$ cat src/rtl/alu_rr_sched.sv
// ---------------------------------------------------------------------------
// alu_rr_sched
//   Round-robin scheduler sharing one WIDTH-bit ALU between two requesters.
//   Each operation runs IDLE (accept) -> EXEC (compute, register) -> RESP
//   (hold result until the granted requester takes it).
//
// Ports
//   clk, rst_n            clock (rising edge), async active-low reset
//   req_valid/req_ready   per-requester accept handshake (ready is a one-cycle
//                         combinational pulse in IDLE)
//   req{0,1}_a/_b/_op     operands and op select per requester
//   rsp_valid/rsp_ready   per-requester response handshake
//   rsp_sum/carry/ovf/out registered ALU results
//   busy                  high whenever the FSM is not in IDLE
//
// Optional build macro ALU_RR_SCHED_STATS_EN
//   Adds done_cnt0/done_cnt1: 8-bit wrapping counts of completed responses.
// ---------------------------------------------------------------------------
module alu_rr_sched #(
    parameter int WIDTH = 4
) (
    input  logic             clk,
    input  logic             rst_n,
    input  logic [1:0]       req_valid,
    output logic [1:0]       req_ready,
    input  logic [WIDTH-1:0] req0_a,
    input  logic [WIDTH-1:0] req0_b,
    input  logic [2:0]       req0_op,
    input  logic [WIDTH-1:0] req1_a,
    input  logic [WIDTH-1:0] req1_b,
    input  logic [2:0]       req1_op,
    output logic [1:0]       rsp_valid,
    input  logic [1:0]       rsp_ready,
    output logic [WIDTH-1:0] rsp_sum,
    output logic             rsp_carry,
    output logic             rsp_ovf,
    output logic             rsp_out,
    output logic             busy
`ifdef ALU_RR_SCHED_STATS_EN
    ,
    output logic [7:0]       done_cnt0,
    output logic [7:0]       done_cnt1
`endif
);

    localparam int MSB = WIDTH - 1;

    typedef struct packed {
        logic [WIDTH-1:0] a;
        logic [WIDTH-1:0] b;
        logic [2:0]       op;
    } alu_req_t;

    typedef struct packed {
        logic [WIDTH-1:0] sum;
        logic             carry;
        logic             ovf;
        logic             out;
    } alu_rsp_t;

    typedef enum logic [1:0] {S_IDLE, S_EXEC, S_RESP} state_t;

    // SUB is a + (-b); LT and EQ reuse the SUB result.
    function automatic alu_rsp_t alu_eval(input alu_req_t r);
        logic [WIDTH-1:0] nb;
        logic [WIDTH:0]   add_r;
        logic [WIDTH:0]   sub_r;
        logic             add_ovf;
        logic             sub_ovf;
        alu_rsp_t         res;
        nb      = '0 - r.b;
        add_r   = {1'b0, r.a} + {1'b0, r.b};
        sub_r   = {1'b0, r.a} + {1'b0, nb};
        add_ovf = (r.a[MSB] == r.b[MSB]) && (add_r[MSB] != r.a[MSB]);
        sub_ovf = (r.a[MSB] == nb[MSB])  && (sub_r[MSB] != r.a[MSB]);
        res     = '0;
        case (r.op)
            3'd0: begin res.sum = add_r[WIDTH-1:0]; res.carry = add_r[WIDTH]; res.ovf = add_ovf; end
            3'd1: begin res.sum = sub_r[WIDTH-1:0]; res.carry = sub_r[WIDTH]; res.ovf = sub_ovf; end
            3'd2: res.sum = ~r.a;
            3'd3: res.sum = r.a & r.b;
            3'd4: res.sum = r.a | r.b;
            3'd5: res.sum = r.a ^ r.b;
            3'd6: res.out = sub_r[MSB] ^ sub_ovf;
            default: res.out = (sub_r[WIDTH-1:0] == '0);
        endcase
        return res;
    endfunction

    state_t   state;
    logic     gnt_q;        // requester being served
    logic     last_served;
    alu_req_t op_q;

    logic     gnt;
    alu_req_t sel_req;
    alu_rsp_t alu_res;

    // Grant: a lone requester wins; on a tie the one not last served wins.
    always_comb begin
        gnt       = 1'b0;
        req_ready = 2'b00;
        case (req_valid)
            2'b10:   gnt = 1'b1;
            2'b11:   gnt = ~last_served;
            default: gnt = 1'b0;
        endcase
        if (state == S_IDLE && |req_valid)
            req_ready[gnt] = 1'b1;
        sel_req = gnt ? alu_req_t'{req1_a, req1_b, req1_op}
                      : alu_req_t'{req0_a, req0_b, req0_op};
        alu_res = alu_eval(op_q);
    end

    always_ff @(posedge clk or negedge rst_n) begin
        if (!rst_n) begin
            state       <= S_IDLE;
            gnt_q       <= 1'b0;
            last_served <= 1'b1;
            op_q        <= '0;
            rsp_valid   <= 2'b00;
            rsp_sum     <= '0;
            rsp_carry   <= 1'b0;
            rsp_ovf     <= 1'b0;
            rsp_out     <= 1'b0;
            busy        <= 1'b0;
        end else begin
            case (state)
                S_IDLE: begin
                    if (|req_valid) begin
                        op_q  <= sel_req;
                        gnt_q <= gnt;
                        busy  <= 1'b1;
                        state <= S_EXEC;
                    end
                end
                S_EXEC: begin
                    rsp_sum   <= alu_res.sum;
                    rsp_carry <= alu_res.carry;
                    rsp_ovf   <= alu_res.ovf;
                    rsp_out   <= alu_res.out;
                    rsp_valid <= gnt_q ? 2'b10 : 2'b01;
                    state     <= S_RESP;
                end
                S_RESP: begin
                    // Only the granted requester's ready completes the response.
                    if (rsp_ready[gnt_q]) begin
                        last_served <= gnt_q;
                        rsp_valid   <= 2'b00;
                        busy        <= 1'b0;
                        state       <= S_IDLE;
                    end
                end
                default: state <= S_IDLE;
            endcase
        end
    end

`ifdef ALU_RR_SCHED_STATS_EN
    always_ff @(posedge clk or negedge rst_n) begin
        if (!rst_n) begin
            done_cnt0 <= 8'd0;
            done_cnt1 <= 8'd0;
        end else if (state == S_RESP && rsp_ready[gnt_q]) begin
            if (gnt_q) done_cnt1 <= done_cnt1 + 8'd1;
            else       done_cnt0 <= done_cnt0 + 8'd1;
        end
    end
`endif

endmodule

$ cat config.mk
export PLATFORM = sky130hd
export DESIGN_NAME = alu_rr_sched
export DESIGN_NICKNAME = d
export VERILOG_FILES = /design/src/rtl/alu_rr_sched.sv
export SDC_FILE = /design/constraint.sdc
export NUM_CORES = 1
export LEC_CHECK = 0
export ABC_AREA = 1
export BUFFER_PORTS_ARGS = -buffer_cell sky130_fd_sc_hd__clkbuf_2
export CAP_MARGIN = 20
export CORE_UTILIZATION = 50
export DETAILED_ROUTE_END_ITERATION = 6
export PLACE_DENSITY = 0.84
export REMOVE_ABC_BUFFERS = 1
export SYNTH_ARGS = -nofsm -noshare
export SYNTH_HDL_FRONTEND = slang
export SYNTH_SLANG_ARGS = --single-unit
export TNS_END_PERCENT = 30
$ cat constraint.sdc
create_clock -name clk -period 2.6 [get_ports clk]
set_clock_uncertainty 0.1 [all_clocks]
set_input_delay 0.78 -clock clk [delete_from_list [all_inputs] [get_ports clk]]
set_output_delay 0.78 -clock clk [all_outputs]
set_load 0.02 [all_outputs]
; ---- Word-level counts from Yosys, hierarchy flattened
; Cells that the tools add are included.
[totals]
out_inout_bits = 12
ff_bits = 25
in_bits = 28
[op_classes]
mux = 18
n_reduce_logical = 16
n_addsub = 3
bitwise_logic = 6
n_lt_le_gt_ge = 3
n_eq_ne = 16
[ops]
columns = operator, count
row1 = 4-bit one-hot mux with 6 select lines, 1
row2 = 11-bit 2-to-1 mux, 1
row3 = 4-bit by 4-bit adder with 5-bit output, 2
row4 = 3-bit equality test (second input constant), 3
row5 = 2-bit 2-to-1 mux, 4
row6 = 2-bit one-hot mux with 2 select lines, 2
row7 = 2-bit AND reduction, 4
row8 = 2-bit equality test (second input constant), 3
row9 = 3-bit by 2-bit equality test with 1-bit output (second input constant), 2
row10 = 1-bit one-hot mux with 2 select lines, 3
row11 = 2-bit one-hot mux with 3 select lines, 1
row12 = 6-bit OR reduction, 1
row13 = 1-bit 2-to-1 mux, 5
row14 = 4-bit AND, 1
row15 = 1-bit logical AND, 4
row16 = 4-bit zero test, 1
row17 = 1-bit by 2-bit < comparator with 1-bit output (second input constant), 2
row18 = 4-bit inverter, 1
row19 = 4-bit OR, 1
row20 = 2-bit nonzero test, 2
row21 = 1-bit by 4-bit subtractor with 4-bit output (first input constant), 1
row22 = 4-bit bitwise XOR, 1
row23 = 3-bit by 1-bit equality test with 1-bit output (second input constant), 1
row24 = 3-bit zero test, 1
row25 = other kinds (12), 14

; ---- Logic depth before layout (Yosys ltp)
[depth]
ltp_word = 7
mapped_depth = 13
ltp_nobuf = 13

; ---- Worst setup path before layout
; No wires, ideal clock.
[synth_timing]
kind = input to output
startpoint = input port req_valid[1]
endpoint = output port req_ready[1]
setup_slack_ns = 0.456
arrival_time_ns = 1.264
path_buffers = 1
stages = 5
path_cell_list = nor2_2 -> nor2_4 -> nand3_2 -> inv_2 -> buf_4
[synth_between]
elab_chain_len = 7
elab_cells_between_ends = 11
classes_between = order compare (2) / eq/ne (2) / mux (4) / reduce/logical (3)
[synth_rtl]
columns = item, line
row1 = start: declaration, 24  ; input logic [1:0] req_valid,
row2 = 2-bit equality test, 103  ; case (req_valid)
row3 = 1-bit one-hot mux with 2 select lines, 103
row4 = 1-bit by 2-bit < comparator with 1-bit output (not written as such) / 1-bit greater-or-equal comparator (equally long branches), 109  ; req_ready[gnt] = 1'b1;
row5 = 1-bit logical AND (not written as such), 109
row6 = 1-bit 2-to-1 mux (not written as such), 109
row7 = 1-bit demux with 1-bit select, 109
row8 = 2-bit 2-to-1 mux (*), 108  ; if (state == S_IDLE && |req_valid)
row9 = end: declaration, 25  ; output logic [1:0] req_ready,
; Every way passes the cells marked *; elsewhere a longest branch is shown, timed or not.

; ---- Worst setup path in the final report
; Same ends and word-level chain as after synthesis.

==> impl_metrics.env <==
export IMPL_critPathMaxFanout=3
export IMPL_clockRootBuffer="clkbuf_4"
export IMPL_rr_worst_depth=13
export IMPL_slew_headroom=0.5823
export IMPL_peakVddDrop_v=0.0006895
export IMPL_power_mw=2.856
export IMPL_grt_usage=0.2324
export IMPL_ys_seq_area_frac=0.3434
export IMPL_syn_to_final_growth_pct=14.80
export IMPL_synth_seq_cells=25
export IMPL_cp_arrival_ps=1380
export IMPL_drt_vias_per_instance=5.129
export IMPL_hpwl_microns=3194
export IMPL_synth_edf_count=0
export IMPL_async_flop_share=1.000
export IMPL_clk_latency_ps=330
export IMPL_port_buffers=39
export IMPL_post_place_cells=330
export IMPL_gr_total_overflow=0
export IMPL_ctsResizeCount=0
export IMPL_nNetsFinal=331
export IMPL_fp_dieH_microns=62.43
export IMPL_reg2reg_slack_ps=480
export IMPL_drt_wl_total_microns=3882
export IMPL_fin_cells=334
export IMPL_cts_tree="done"
export IMPL_max_stage_delay_ps=150
export IMPL_path_class="primary input to output pin"
export IMPL_cts_max_path_buffers=2
export IMPL_grt_pass1_vias=1648
export IMPL_clock_sinks=25
export IMPL_grt_pass1_wl_microns=7148
export IMPL_ys_warnings_count=0
export IMPL_power_internal_mw=1.347
export IMPL_end_kind="output pin"
export IMPL_tightest_slew_ps=626.6
export IMPL_power_leakage_nw=1.138
export IMPL_finalMaxSlewViolations=0
export IMPL_r2r_start="op_q[4]"
export IMPL_drt_first_pass_iters=4
export IMPL_cpMostUsedCell="clkbuf_2"
export IMPL_clockPowerShare=0.063
export IMPL_avgSynthCellArea_sq_um=7.421
export IMPL_antenna_found_initial=0
export IMPL_p_sw_frac=0.5283
export IMPL_yosys_area_top_type="dfrtp_1"
export IMPL_netlist_area_leader_share=0.3290
export IMPL_drv_cap=0
export IMPL_hold_buffers=0
export IMPL_cp_cell_sequence="clkbuf_2 > nor2_2 > nor2_4 > nand3_2 > inv_2 > clkbuf_2"
export IMPL_dieWidth_microns=62.43
export IMPL_hold_path_class="primary input to asynchronous set/reset pin"
export IMPL_dieArea_sq_mm=0.003897
export IMPL_cts_buffers=3
export IMPL_seqPwrFrac=0.261
export IMPL_clk_pin_slew_ps=140
export IMPL_cts_setup_buffers=0
export IMPL_fmax_mhz=443.3
export IMPL_rsz0062_at_grt="no"
export IMPL_finalWeightedCongestion=0.9519
export IMPL_pre_cts_ws_ps=339.9
export IMPL_period_minus_slack_ps=2256
export IMPL_setup_tns_ps=0
export IMPL_timing_rr_end="rsp_out"
export IMPL_final_setup_viol_count=0
export IMPL_grt_max_degree=26
export IMPL_p_switching_mw=1.509
export IMPL_netlist_instances=246
export IMPL_rows=21
export IMPL_finalWorstSetupSlack_ps=344.0
export IMPL_critPathRequiredTime_ps=1720
export IMPL_period_share=0.8677
export IMPL_drt_iter0_drc=58
export IMPL_crit_slowest_cell="clkbuf_2"
export IMPL_crit_path_start_kind="primary input"
export IMPL_syn_area_sq_mm=0.001826
export IMPL_htreeDepth=1
export IMPL_hold_violations=0
export IMPL_p_comb_frac=0.676
export IMPL_core_sq_mm=0.003416
export IMPL_yosysUniqueCellTypes=30
export IMPL_hold_ws_ps=329.9
export IMPL_p_per_area_mw_per_mm2=1363
export IMPL_ant_nets=0
export IMPL_synthTopCellsByArea="dfrtp_1, nand2_1, ha_1"
export IMPL_drive_above_1_share=0.2639
export IMPL_antennaDiodeCount=0
export IMPL_n_fill_cell=326
export IMPL_wl_per_cell_microns=11.62
export IMPL_start_util=0.5344
export IMPL_drc=0
export IMPL_ios=40
export IMPL_vias=1713
export IMPL_yosys_most_used_dff="dfrtp_1"
export IMPL_status="finished clean"
==> power by group through the flow <==
| stage | Combinational (mW) | Clock, mW | Sequential (mW) |
|---|---|---|---|
| 4_1_cts | 1.93 | 0.186 | 0.742 |
| 3_3_place_gp | 1.86 | 0 | 0.744 |
| 6_report | 1.93 | 0.181 | 0.745 |
| 2_1_floorplan | 1.38 | 0 | 0.797 |
| 3_5_place_dp | 1.92 | 0 | 0.751 |
| 5_1_grt | 2.23 | 0.201 | 0.772 |
==> final cells by class <==
class                           instances  area, sq um  share of cell area
Timing Repair Buffer                   43        225.2              0.1075
Tap cell                               46        57.56             0.02746
Clock buffer                            3        22.52             0.01075
Sequential cell                        25        626.9              0.2991
Clock inverter                          1        7.507            0.003582
Inverter                               31        116.4             0.05552
Multi-Input combinational cell        185         1040              0.4961
==> flip-flops by register name (all words and copies together) (netlist names) <==
signal and count:
gnt_q 1, op_q 11, rsp_valid 2, rsp_sum 4
last_served 1, rsp_ovf 1, rsp_carry 1, busy 1
rsp_out 1, state 2
==> worst max-delay path by stage <==
stage,start,end,slack (ps),cells after the start
6_report,req_valid[1],req_ready[1],340,6
5_1_grt,state[1],req_ready[1],270,6
4_1_cts,req_valid[1],req_ready[1],330,6
3_5_place_dp,req_valid[1],req_ready[1],340,6
3_3_place_gp,req_valid[1],req_ready[0],360,6
2_1_floorplan,req_valid[1],req_ready[1],270,4
==> layout by cell type (no fill, tap or decap) <==
cell        instances
nand2_1            85
clkbuf_2           39
dfrtp_1            24
inv_1              23
nand3_1            23
nor2_1             17
ha_1               12
o211ai_2            9
inv_2               7
o21ai_0             7
a21oi_1             6
nor2_2              4
nand2_2             4
buf_4               4
nand4_1             3
clkbuf_4            3
nor2_4              2
o211ai_1            2
fa_1                2
xor2_1              1
xnor2_1             1
nand3_2             1
nor3b_1             1
clkinv_1            1
a22oi_1             1
o21ai_1             1
nand3b_1            1
or2_2               1
or2_1               1
clkinvlp_4          1
dfstp_2             1
==> stage by stage <==
step                cell area (sq um)    util
CTS                              2096  0.6136
global placement                 2066  0.6048
finish                           2096  0.6136
floorplan                        1783       -
detailed placement               2066  0.6048
global route                     2096  0.6136
==> kinds of logic after synthesis <==
| family | after synthesis | share of synthesized area |
|---|---|---|
| buffers and inverters | 36 | 0.08704 |
| AND/OR/NAND/NOR | 143 | 0.3434 |
| XOR/XNOR | 2 | 0.009597 |
| adder cells (fa/ha/maj) | 14 | 0.1042 |
| AO/OA/AOI/OAI | 26 | 0.1124 |
| flip-flops | 25 | 0.3434 |
==> routing by layer <==
metal | global-route usage | part of all wire | vias up
li1 | - | - | 871
met1 | 0.2928 | 0.47 | 804
met2 | 0.4063 | 0.49 | 33
met3 | 0.02920 | 0.028 | 5
met4 | 0.08430 | 0.016 | 0
met5 | 0 | 0 | -
==> cells in the mapped netlist, types with 2 or more instances <==
| master | instances |
|---|---|
| buf_4 | 2 |
| nor2_2 | 4 |
| nor2_1 | 17 |
| o21ai_0 | 7 |
| fa_1 | 2 |
| nor2_4 | 2 |
| nand2_1 | 85 |
| dfrtp_1 | 24 |
| inv_1 | 23 |
| o211ai_1 | 2 |
| nand2_2 | 4 |
| a21oi_1 | 6 |
| buf_6 | 2 |
| inv_2 | 7 |
| o211ai_2 | 9 |
| ha_1 | 12 |
| nand3_1 | 23 |
| nand4_1 | 3 |
==> worst max-delay path, delay by kind of cell <==
kind                   cells  cell delay [ps]
AND/OR/NAND/NOR            3              260
buffers and inverters      3              330
No activity file was read; power rests on OpenSTA's default activity.
